## src/rtl/error_combiner_pkg.sv

```systemverilog
// rtl/error_combiner_pkg.sv - shared constants, width helpers and signed clamp for error_combiner
package error_combiner_pkg;

    localparam int NUM_CH = 4;

    // Wide container for the weighted sum. It is large enough for any legal
    // width combination, so the clamp helper can be width-agnostic.
    typedef logic signed [63:0] sum_word_t;

    function automatic int prod_width(input int weight_width, input int error_width);
        return weight_width + error_width;
    endfunction

    function automatic int sum_width(input int weight_width, input int error_width);
        return weight_width + error_width + 2;
    endfunction

    function automatic sum_word_t sat_to_width(input sum_word_t value, input int width);
        sum_word_t hi;
        sum_word_t lo;
        hi = (sum_word_t'(1) <<< (width - 1)) - sum_word_t'(1);
        lo = -hi - sum_word_t'(1);
        if (value > hi)
            return hi;
        if (value < lo)
            return lo;
        return value;
    endfunction

endpackage

```

## src/rtl/error_weight_mult.sv

```systemverilog
// rtl/error_weight_mult.sv - one signed weight*error multiplier with registered full-width product
module error_weight_mult
    import error_combiner_pkg::*;
#(
    parameter int WEIGHT_WIDTH = 4,
    parameter int ERROR_WIDTH  = 8,
    localparam int PW          = prod_width(WEIGHT_WIDTH, ERROR_WIDTH)
) (
    input  logic                           clk_i,
    input  logic                           reset_i,
    input  logic signed [WEIGHT_WIDTH-1:0] weight,
    input  logic signed [ERROR_WIDTH-1:0]  error,
    output logic signed [PW-1:0]           product
);

    // Both operands are widened before the multiply so the most negative
    // corner (-2^(W-1) * -2^(E-1)) stays exact.
    always_ff @(posedge clk_i or posedge reset_i) begin
        if (reset_i)
            product <= '0;
        else
            product <= PW'(weight) * PW'(error);
    end

endmodule

```

## src/rtl/error_combiner.sv

```systemverilog
// rtl/error_combiner.sv - weighted 4-channel phase-error combiner; ERROR_COMB_SAT_EN selects clamp vs wrap
module error_combiner
    import error_combiner_pkg::*;
#(
    parameter int WEIGHT_WIDTH = 4,
    parameter int ERROR_WIDTH  = 8,
    parameter int NORM_SHIFT   = 0
) (
    input  logic                           clk_i,
    input  logic                           reset_i,
    input  logic signed [WEIGHT_WIDTH-1:0] weight_0_i,
    input  logic signed [WEIGHT_WIDTH-1:0] weight_1_i,
    input  logic signed [WEIGHT_WIDTH-1:0] weight_2_i,
    input  logic signed [WEIGHT_WIDTH-1:0] weight_3_i,
    input  logic signed [ERROR_WIDTH-1:0]  error_0_i,
    input  logic signed [ERROR_WIDTH-1:0]  error_1_i,
    input  logic signed [ERROR_WIDTH-1:0]  error_2_i,
    input  logic signed [ERROR_WIDTH-1:0]  error_3_i,
    output logic signed [ERROR_WIDTH-1:0]  error_comb_o
);

    localparam int PW = prod_width(WEIGHT_WIDTH, ERROR_WIDTH);
    localparam int SW = sum_width(WEIGHT_WIDTH, ERROR_WIDTH);

    logic signed [WEIGHT_WIDTH-1:0] weight  [NUM_CH];
    logic signed [ERROR_WIDTH-1:0]  error   [NUM_CH];
    logic signed [PW-1:0]           product [NUM_CH];
    logic signed [SW-1:0]           sum;
    logic signed [SW-1:0]           shifted;
    logic signed [ERROR_WIDTH-1:0]  comb_next;

    assign weight[0] = weight_0_i;
    assign weight[1] = weight_1_i;
    assign weight[2] = weight_2_i;
    assign weight[3] = weight_3_i;
    assign error[0]  = error_0_i;
    assign error[1]  = error_1_i;
    assign error[2]  = error_2_i;
    assign error[3]  = error_3_i;

    for (genvar k = 0; k < NUM_CH; k++) begin : g_ch
        error_weight_mult #(
            .WEIGHT_WIDTH(WEIGHT_WIDTH),
            .ERROR_WIDTH (ERROR_WIDTH)
        ) u_mult (
            .clk_i  (clk_i),
            .reset_i(reset_i),
            .weight (weight[k]),
            .error  (error[k]),
            .product(product[k])
        );
    end

    // Two guard bits above the product width absorb the four-way sum.
    always_comb begin
        sum = '0;
        for (int k = 0; k < NUM_CH; k++)
            sum = sum + SW'(product[k]);
        shifted = sum >>> NORM_SHIFT;
    end

`ifdef ERROR_COMB_SAT_EN
    assign comb_next = ERROR_WIDTH'(sat_to_width(sum_word_t'(shifted), ERROR_WIDTH));
`else
    assign comb_next = ERROR_WIDTH'(shifted);
`endif

    always_ff @(posedge clk_i or posedge reset_i) begin
        if (reset_i)
            error_comb_o <= '0;
        else
            error_comb_o <= comb_next;
    end

endmodule

```

## config.mk

```make
export PLATFORM = sky130hd
export DESIGN_NAME = error_combiner
export DESIGN_NICKNAME = d
export VERILOG_FILES = /design/src/rtl/error_combiner_pkg.sv /design/src/rtl/error_weight_mult.sv /design/src/rtl/error_combiner.sv
export SDC_FILE = /design/constraint.sdc
export NUM_CORES = 1
export LEC_CHECK = 0
export CORE_MARGIN = 2
export CORE_UTILIZATION = 25
export CTS_CLUSTER_DIAMETER = 200
export CTS_CLUSTER_SIZE = 28
export DETAILED_ROUTE_END_ITERATION = 16
export GPL_ROUTABILITY_DRIVEN = 1
export PLACE_DENSITY_LB_ADDON = 0.25
export SYNTH_ARGS = -nofsm -noshare
export SYNTH_HDL_FRONTEND = slang
export SYNTH_SLANG_ARGS = --single-unit
```

## constraint.sdc

```tcl
create_clock -name clk_i -period 5.7 [get_ports clk_i]
set_input_delay 0.855 -clock clk_i [delete_from_list [all_inputs] [get_ports clk_i]]
set_output_delay 0.855 -clock clk_i [all_outputs]
set_load 0.02 [all_outputs]
```

==> impl_metrics.csv, run 1 <==
group,metric,value,unit
timing,fin_crit,4.28,ns
power_and_ir_drop,pwr-share-comb,66.8,%
flow_run,drv_cap,0,
cells_and_area,area_growth,23.7,%
placed_design,hpwl,6.47,mm
critical_path,worst_ep_required_time,5.85,ns
synth,ys_ff_latch,40,
critical_path,crit_path_frequent_cell,"fa_1",
clock_tree,clk_latency,0.28,ns
drt,drt_wl_total,7.40,mm
floorplanning,die_h,134,um
floorplanning,core_area,16500,um2
power_and_ir_drop,p_switching,903,uW
critical_path,criticalPathCategory,"primary input to register",
clock_tree,clk_pin_slew,0.06,ns
cells_and_area,drive_gt1_share,2.56,%
critical_path,slowest_stage,"clkdlybuf4s50_1",
clock_tree,clock_path_buffers,2,
critical_path,crit_fanout,6,
placed_design,postPlaceCellArea,5070,um2
synth,synthCells,403,
synth,syn_area,4220,um2
critical_path,cp_top_family,"adder cells",
critical_path,regToRegEndpoint,"error_comb_o[7]$_DFF_PP0_",
floorplanning,dieArea,17900,um2
global_route,grtUsageMet2,15.6,%
power_and_ir_drop,clock_power_share,12.7,%
global_route,antenna_found_initial,0,
run_status,status,"finished, final reports clean",
synth,yosysWarnings,0,
clock_tree,root_buffer,"clkbuf_16",
timing,max_freq,233,MHz
floorplanning,start_util,25.5,%
global_route,grt_pass1_vias,3023,
placed_design,gp_congestion,0.802,
critical_path,ff2ff_path_depth,10,
cells_and_area,final_util,31.6,%
synth,synthTopCellsByArea,"fa_1 26%, dfrtp_1 24%, ha_1 15%, inv_1 7.3%, and2_1 7.3%",
timing,fin_skew,0.00504,ns
global_route,grt_max_degree,41,
floorplanning,rows,47,
clock_tree,cts_resized,0,
critical_path,crit_chain,"clkdlybuf4s50_1, nand2b_1, fa_1, fa_1, inv_1, fa_1, ha_1, inv_1, fa_1, inv_1, a21o_1, a21oi_1, xnor3_1",
timing,tns,0,ns
critical_path,crit_buf_inv,4,
power_and_ir_drop,power_switching_share,41.4,%
global_route,grt_pass1_wl,13.8,mm
critical_path,cp.depth,13,
synth,synth_top_area_share,25.6,%
critical_path,r2r-start,"g_ch[2].u_mult.product[1]$_DFF_PP0_",
worst_hold_path,holdCritPathClass,"register to register",
drt,vias,2734,
timing,period_share,75.1,%
cells_and_area,final_cell_mix,"82 x inv_1, 57 x clkdlybuf4s50_1, 54 x fa_1",
critical_path,cp-end-kind,"register",
critical_path,r2r_slack,2.69,ns
timing,worst_pin_slew,0.501,ns
synth,synth_cell_types,23,
power_and_ir_drop,p_leak,0.00257,uW
drt,ant_nets,0,
drt,drt_pre_antenna_iters,4,
cells_and_area,multi_input_area,2910,um2
drt,first_iter_violations,57,
cells_and_area,register_area,1000,um2
power_and_ir_drop,p_seq_share,20.5,%
drt,drc,0,
clock_tree,cts_tree,"done",
timing,hold_violations,0,
clock_tree,cts_setup_buffers,0,
cells_and_area,diodes,0,
clock_tree,cts-buffers-inserted,5,
cells_and_area,final_common_cell,"inv_1",
global_route,gr-total-overflow,0,
drt,wire_per_inst,10.7,um
timing,finalSetupViolCount,0,
placed_design,place.port_buffers,57,
critical_path,crit_path_end,"g_ch[2].u_mult.product[7]$_DFF_PP0_",
critical_path,cp-startpoint,"weight_2_i[3]",
timing,rsz0062_at_grt,"false",
power_and_ir_drop,p_total,2180,uW
clock_tree,htree_levels,2,
critical_path,cp.arrival,4.43,ns
power_and_ir_drop,irDropWorstVdd,0.400,mV
cells_and_area,fin_nets,623,
floorplanning,die-width,134,um
global_route,track_usage,9.35,%
timing,slew_headroom,66.6,%
synth,netlist.top_cell.by_area,"fa_1",
cells_and_area,final_area,5220,um2
synth,avgSynthCellArea,10.5,um2
global_route,use_met1,12.8,%
power_and_ir_drop,intPower,1280,uW
synth,synthesis.nets,558,
clock_tree,holdBufCountCts,0,
global_route,grt.met3_usage,1.59,%
floorplanning,ios,58,
global_route,gr-max-usage-layer,"met2",
timing,timing.hold.ws,0.478,ns
drt,viasPerCell,3.97,
synth,ys_seq_area_share,23.7,%
critical_path,worstSetupStartpointType,"primary input",
clock_tree,cts.sink_count,40,
cells_and_area,fill_cells,1683,
power_and_ir_drop,p_per_area,418,nW/um2
timing,drv_slew,0,
critical_path,cpPeakStageDelay,0.61,ns
-- power groups by stage --
stage | Sequential (uW) | Combinational (uW) | Clock [uW]
4_1_cts | 448 | 1480 | 285
5_1_grt | 459 | 1690 | 297
6_report | 446 | 1460 | 277
3_3_place_gp | 452 | 1450 | 0
3_5_place_dp | 453 | 1470 | 0
2_1_floorplan | 475 | 1100 | 0
-- cells in the mapped netlist --
| cell | number |
|---|---|
| inv_1 | 82 |
| fa_1 | 54 |
| ha_1 | 51 |
| and2_1 | 49 |
| dfrtp_1 | 40 |
| nand2_1 | 35 |
| xnor2_1 | 32 |
| nand2b_1 | 13 |
| a21o_1 | 9 |
| a21oi_1 | 8 |
| nor2b_1 | 7 |
| o21ai_0 | 4 |
| xnor3_1 | 4 |
| a21oi_2 | 3 |
| nor3_1 | 2 |
| xnor2_2 | 2 |
| xor2_1 | 2 |
| a211oi_1 | 1 |
| a31oi_1 | 1 |
| nor2_1 | 1 |
| o2111ai_1 | 1 |
| o21a_1 | 1 |
| or4b_1 | 1 |
-- worst min path at each step --
stage,from,end,slack [ns],depth (start not counted)
after global placement,g_ch[3].u_mult.product[0]$_DFF_PP0_,error_comb_o[0]$_DFF_PP0_,0.48,1
after detailed placement,g_ch[3].u_mult.product[0]$_DFF_PP0_,error_comb_o[0]$_DFF_PP0_,0.47,1
final,g_ch[3].u_mult.product[0]$_DFF_PP0_,error_comb_o[0]$_DFF_PP0_,0.48,1
after global routing,g_ch[3].u_mult.product[0]$_DFF_PP0_,error_comb_o[0]$_DFF_PP0_,0.50,1
after CTS,g_ch[3].u_mult.product[0]$_DFF_PP0_,error_comb_o[0]$_DFF_PP0_,0.49,1
after floorplan,g_ch[3].u_mult.product[0]$_DFF_PP0_,error_comb_o[0]$_DFF_PP0_,0.46,1
-- worst register-to-register path: cells and delay by family, from the launching register on --
| family | cells | cell delay (ns) |
|---|---|---|
| AOI/OAI and AO/OA | 3 | 0.66 |
| DFF | 1 | 0.37 |
| adders and majority gates | 4 | 1.59 |
| xor gates and xnor gates | 1 | 0.14 |
| buffers and inverters | 2 | 0.14 |
-- layout make-up --
class | instances | share of cell area, %
Timing Repair Buffer | 58 | 11.1
Inverter | 82 | 5.90
Multi-Input combinational cell | 281 | 55.8
Clock buffer | 8 | 2.81
Tap cell | 220 | 5.27
Sequential cell | 40 | 19.2
-- registers in the layout, indices dropped and copies added, names as in the netlist --
register and flops:
g_ch.u_mult.product 32, error_comb_o 8
-- metal layers --
layer	wire, um	share of wire (%)
met1	3500	47
met3	242	3.3
met5	0	0
met4	42	0.57
met2	3610	49
-- per-stage QoR --
stage	std cells	worst slack [ns]
CTS	689	1.39
finish	689	1.42
detailed placement	681	1.10
global placement	681	1.20
floorplan	403	1.84
global route	689	1.21
-- cells by family after synthesis --
family,Yosys count,share of synthesized area (%)
buf+inv,82,7.30
simple gates,108,13.9
xor+xnor,40,9.96
compound gates,28,4.36
flops,40,23.7
fa+ha+maj,105,40.7
Power figures use the tool's default switching activity.
==> inputs of run 2 (changes only) <==
==> constraint.sdc (replaced) <==
create_clock -name clk_i -period 4 [get_ports clk_i]
set_input_delay 0.6 -clock clk_i [delete_from_list [all_inputs] [get_ports clk_i]]
set_output_delay 0.6 -clock clk_i [all_outputs]
set_load 0.02 [all_outputs]
==> run 2 against run 1 <==
Net effect: sequential share of layout area is 0.86 points lower; die area unchanged; total power is 46% higher; worst hold slack better by 0.0036 ns; critical path type unchanged; largest cell class unchanged.
==> impl_metrics.csv, run 2 (synthesis gave the netlist of run 1 again) <==
group,metric,value,unit
cells_and_area,fin_nets,655,
timing,finalSetupViolCount,0,
placed_design,pre_cts_ws,-0.199,ns
power_and_ir_drop,pwr-share-comb,67.7,%
power_and_ir_drop,p_switching,1320,uW
floorplanning,core_area,16500,um2
drt,ant_nets,0,
power_and_ir_drop,intPower,1860,uW
critical_path,ff2ff_path_depth,10,
placed_design,gp_congestion,0.776,
critical_path,crit_fanout,2,
placed_design,hpwl,7.01,mm
drt,first_iter_violations,97,
timing,rsz0062_at_grt,"false",
critical_path,cp-end-kind,"register",
timing,drv_slew,0,
power_and_ir_drop,p_per_area,581,nW/um2
timing,slew_headroom,67.6,%
timing,fin_crit,3.83,ns
cells_and_area,final_area,5460,um2
timing,setup_ws,0.167,ns
global_route,antenna_found_initial,0,
global_route,track_usage,10.1,%
clock_tree,htree_levels,2,
drt,drt_wl_total,7.91,mm
cells_and_area,fill_cells,1695,
clock_tree,holdBufCountCts,0,
global_route,grt_pass1_wl,14.8,mm
floorplanning,die-width,134,um
power_and_ir_drop,irDropWorstVdd,0.579,mV
timing,worst_pin_slew,0.487,ns
critical_path,r2r_slack,0.95,ns
critical_path,worstSetupStartpointType,"primary input",
cells_and_area,reg_top3,"g_ch.u_mult.product (32), error_comb_o (8)",
critical_path,criticalPathCategory,"primary input to register",
global_route,grt_max_degree,41,
floorplanning,dieArea,17900,um2
power_and_ir_drop,power_switching_share,41.5,%
power_and_ir_drop,p_seq_share,19.9,%
clock_tree,cts_tree,"done",
drt,drc,0,
timing,fin_skew,0.00176,ns
worst_hold_path,hold_path_depth,1,
cells_and_area,top_register,"g_ch.u_mult.product",
global_route,grt_pass1_vias,3241,
timing,max_freq,261,MHz
floorplanning,rows,47,
cells_and_area,final_common_cell,"inv_1",
cells_and_area,largest_reg_flops,32,
drt,viasPerCell,3.94,
clock_tree,cts-buffers-inserted,5,
worst_hold_path,min_from,"g_ch[3].u_mult.product[0]$_DFF_PP0_",
critical_path,cp.arrival,3.99,ns
power_and_ir_drop,p_leak,0.00274,uW
critical_path,worst_ep_required_time,4.16,ns
power_and_ir_drop,clock_power_share,12.4,%
floorplanning,die_h,134,um
timing,hold_violations,0,
worst_hold_path,min_to,"error_comb_o[0]$_DFF_PP0_",
drt,vias,2838,
cells_and_area,area_growth,29.5,%
clock_tree,clk_pin_slew,0.06,ns
floorplanning,ios,58,
critical_path,r2r-start,"g_ch[1].u_mult.product[1]$_DFF_PP0_",
timing,period_share,95.8,%
cells_and_area,final_cell_mix,"82 x inv_1, 56 x clkdlybuf4s50_1, 54 x fa_1",
cells_and_area,drive_gt1_share,9.18,%
clock_tree,clk_latency,0.28,ns
clock_tree,cts.sink_count,40,
drt,drt_pre_antenna_iters,4,
placed_design,postPlaceCellArea,5310,um2
cells_and_area,diodes,0,
global_route,gr-total-overflow,0,
flow_run,drv_cap,0,
clock_tree,clock_path_buffers,2,
worst_hold_path,holdCritPathClass,"register to register",
run_status,status,"finished, final reports clean",
drt,wire_per_inst,11.0,um
critical_path,regToRegEndpoint,"error_comb_o[7]$_DFF_PP0_",
floorplanning,start_util,25.5,%
placed_design,place.port_buffers,57,
clock_tree,root_buffer,"clkbuf_16",
==> run 2: critical path, stage by stage <==
cell and delay (ns):
clkdlybuf4s50_1 0.42, nand2b_1 0.18, fa_1 0.52, fa_1 0.55, inv_1 0.05, fa_1 0.50
ha_1 0.16, inv_1 0.05, fa_1 0.38, inv_1 0.07, a21o_1 0.12, a21oi_2 0.05
xnor3_1 0.34
==> run 2: metal layers <==
metal  part of all wire, %  track usage (%)  vias up
met5                     0                0        -
met4                   1.7             2.72        0
met3                   3.0             1.81        9
met2                    48             17.1       41
met1                    47             13.3     1370
li1                      -                -     1418
==> run 2: how the worst max path moves through the flow <==
stage | startpoint | endpoint | slack (ns) | depth (start not counted)
after floorplan | error_3_i[0] | g_ch[3].u_mult.product[7]$_DFF_PP0_ | 0.40 | 12
after global placement | weight_3_i[2] | g_ch[3].u_mult.product[7]$_DFF_PP0_ | -0.13 | 13
after detailed placement | weight_3_i[2] | g_ch[3].u_mult.product[7]$_DFF_PP0_ | -0.20 | 13
after CTS | weight_3_i[2] | g_ch[3].u_mult.product[7]$_DFF_PP0_ | 0.09 | 13
after global routing | weight_1_i[1] | g_ch[1].u_mult.product[7]$_DFF_PP0_ | 0.01 | 13
final | error_3_i[0] | g_ch[3].u_mult.product[7]$_DFF_PP0_ | 0.17 | 13
==> run 2: power by group through the flow <==
stage	combinational (uW)	clock, uW	sequential, uW
after global placement	2110	0	641
after detailed placement	2160	0	644
after CTS	2190	405	636
after global routing	2530	426	648
final	2150	394	632
after floorplan	1570	0	676
==> run 2: layout make-up <==
cell class	instances	area [um2]	area share [%]
clock inverters	2	10.0	0.183
flip-flops and latches	40	1000	18.3
multi-input cells	281	2910	53.3
well taps	220	275	5.04
repair buffers	90	821	15.0
inverters	82	308	5.63
clock buffers	6	139	2.54
==> run 2: what timing repair did <==
action	in CTS	in global routing
gates resized for setup	0	1
endpoints found under the setup margin	0	3
buffers inserted	0	0
==> run 2: stage by stage <==
step | setup TNS [ns] | instances | total power (uW) | utilization [%] | hold WS [ns]
CTS | 0 | 721 | 3240 | 33.1 | 0.489
floorplan | 0 | 403 | 2240 | - | 0.456
finish | 0 | 721 | 3170 | 33.1 | 0.482
global route | 0 | 721 | 3600 | 33.1 | 0.508
global placement | -0.360 | 713 | 2750 | 32.1 | 0.483
detailed placement | -0.565 | 713 | 2800 | 32.1 | 0.476
==> inputs of run 3 (changes only) <==
--- a/config.mk
+++ b/config.mk
@@ -5,6 +5,7 @@
 export SDC_FILE = /design/constraint.sdc
 export NUM_CORES = 1
 export LEC_CHECK = 0
+export CORE_ASPECT_RATIO = 0.5
 export CORE_MARGIN = 2
 export CORE_UTILIZATION = 25
 export CTS_CLUSTER_DIAMETER = 200
==> run 3 against run 2 <==
Net effect: total power about the same; largest cell class unchanged; combinational power hardly changed; fmax down 0.23%.
==> impl_metrics.csv, run 3 (synthesis gave the netlist of run 1 again) <==
group,metric,value,unit
run_status,status,"finished, final reports clean",
timing,drv_slew,0,
timing,max_freq,260,MHz
drt,viasPerCell,3.86,
power_and_ir_drop,irDropWorstVdd,0.356,mV
clock_tree,htree_levels,2,
global_route,grt_max_degree,41,
cells_and_area,reg_top3,"g_ch.u_mult.product (32), error_comb_o (8)",
floorplanning,rows,33,
critical_path,worstSetupStartpointType,"primary input",
power_and_ir_drop,p_per_area,581,nW/um2
power_and_ir_drop,p_seq_share,20.0,%
cells_and_area,final_cell_mix,"82 x inv_1, 57 x clkdlybuf4s50_1, 54 x fa_1",
timing,finalSetupViolCount,0,
power_and_ir_drop,pwr-share-comb,67.4,%
floorplanning,core_area,16400,um2
drt,first_iter_violations,78,
clock_tree,cts.sink_count,40,
cells_and_area,area_growth,29.7,%
power_and_ir_drop,p_leak,0.00273,uW
power_and_ir_drop,intPower,1860,uW
clock_tree,cts_tree,"done",
timing,timing.hold.ws,0.490,ns
timing,fin_skew,0.00644,ns
cells_and_area,fin_nets,655,
floorplanning,die_h,95.9,um
drt,drc,0,
critical_path,worst_ep_required_time,4.16,ns
worst_hold_path,holdCritPathClass,"register to register",
cells_and_area,drive_gt1_share,8.98,%
power_and_ir_drop,clock_power_share,12.6,%
placed_design,pre_cts_ws,-0.171,ns
power_and_ir_drop,p_switching,1320,uW
critical_path,cp.arrival,4.00,ns
critical_path,criticalPathCategory,"primary input to register",
clock_tree,clk_pin_slew,0.06,ns
timing,setup_ws,0.159,ns
drt,vias,2812,
timing,period_share,96.0,%
timing,rsz0062_at_grt,"false",
floorplanning,ios,58,
clock_tree,clock_path_buffers,2,
flow_run,drv_cap,0,
global_route,grt_pass1_vias,3046,
global_route,track_usage,9.80,%
floorplanning,die-width,188,um
timing,slew_headroom,66.3,%
floorplanning,start_util,25.7,%
drt,ant_nets,0,
global_route,grt_pass1_wl,14.2,mm
placed_design,place.port_buffers,57,
power_and_ir_drop,power_switching_share,41.6,%
cells_and_area,largest_reg_flops,32,
timing,hold_violations,0,
power_and_ir_drop,p_total,3180,uW
placed_design,gp_congestion,0.765,
cells_and_area,final_common_cell,"inv_1",
clock_tree,holdBufCountCts,0,
global_route,gr-total-overflow,0,
drt,drt_pre_antenna_iters,4,
timing,fin_crit,3.84,ns
clock_tree,root_buffer,"clkbuf_16",
cells_and_area,top_register,"g_ch.u_mult.product",
floorplanning,dieArea,18000,um2
clock_tree,cts-buffers-inserted,5,
cells_and_area,diodes,0,
clock_tree,clk_latency,0.28,ns
global_route,antenna_found_initial,0,
drt,wire_per_inst,10.7,um
placed_design,hpwl,6.78,mm
timing,worst_pin_slew,0.506,ns
critical_path,cp-end-kind,"register",
drt,drt_wl_total,7.80,mm
critical_path,crit_fanout,2,
[run 3: cell count changes in the layout (fill, tap and decap cells not counted), sizes merged]
| cell | change |
|---|---|
| clkdlybuf4s50 | +1 |
| clkinv | -2 |
| clkinvlp | +1 |
| dlymetal6s2s | -1 |
| clkbuf | +1 |
[run 3: path summary, 6_finish.rpt]
kind	from	cells after the start	slack, ns	end
min in group asynchronous	reset_i	3	0.75	error_comb_o[2]$_DFF_PP0_
setup / recovery	error_1_i[0]	13	0.16	g_ch[1].u_mult.product[7]$_DFF_PP0_
hold reg to reg	g_ch[3].u_mult.product[0]$_DFF_PP0_	1	0.49	error_comb_o[0]$_DFF_PP0_
setup reg to reg	g_ch[2].u_mult.product[1]$_DFF_PP0_	10	0.97	error_comb_o[7]$_DFF_PP0_
hold / removal	g_ch[3].u_mult.product[0]$_DFF_PP0_	1	0.49	error_comb_o[0]$_DFF_PP0_
max in group asynchronous	reset_i	3	2.89	error_comb_o[4]$_DFF_PP0_
[run 3: final cells by class]
type	instances	area, um2
Clock buffer	7	143
Clock inverter	1	7.51
Sequential cell	40	1000
Fill cell	1736	11000
Timing Repair Buffer	90	818
Tap cell	227	284
Inverter	82	308
Multi-Input combinational cell	281	2910
[run 3: per-layer routing]
layer / vias to the layer above / track usage (%) / share of wire (%)
met5: - / 0 / 0
met2: 29 / 14.5 / 41
met1: 1361 / 14.9 / 56
met4: 0 / 1.77 / 0.73
met3: 6 / 1.79 / 2.7
li1: 1416 / - / -
[run 3: stage by stage]
stage / cell area (um2) / cells / TNS [ns] / util (%)
global placement: 5320 / 720 / -0.352 / 32.4
global route: 5470 / 728 / 0 / 33.3
detailed placement: 5320 / 720 / -0.496 / 32.4
CTS: 5470 / 728 / 0 / 33.3
floorplan: 4220 / 403 / 0 / -
finish: 5470 / 728 / 0 / 33.3
[run 3: power by group through the flow]
stage                     Sequential (uW)  Clock, uW  Combinational, uW
after floorplan                       676          0               1570
after global placement                643          0               2170
after detailed placement              642          0               2170
after CTS                             637        415               2190
after global routing                  651        434               2480
final                                 636        400               2140
[run 3: what timing repair did]
item	4_1_cts	5_1_grt
setup endpoints to repair	0	2
gates resized for setup	0	0
buffers inserted	0	0
[run 3: worst max-delay path: stages]
cell and delay [ns]:
clkdlybuf4s50_1 0.42, nand2b_1 0.18, fa_1 0.51, fa_1 0.54
inv_1 0.05, fa_1 0.50, ha_1 0.17, inv_1 0.06
fa_1 0.38, inv_1 0.07, a21o_1 0.12, a21oi_2 0.05
xnor3_1 0.35
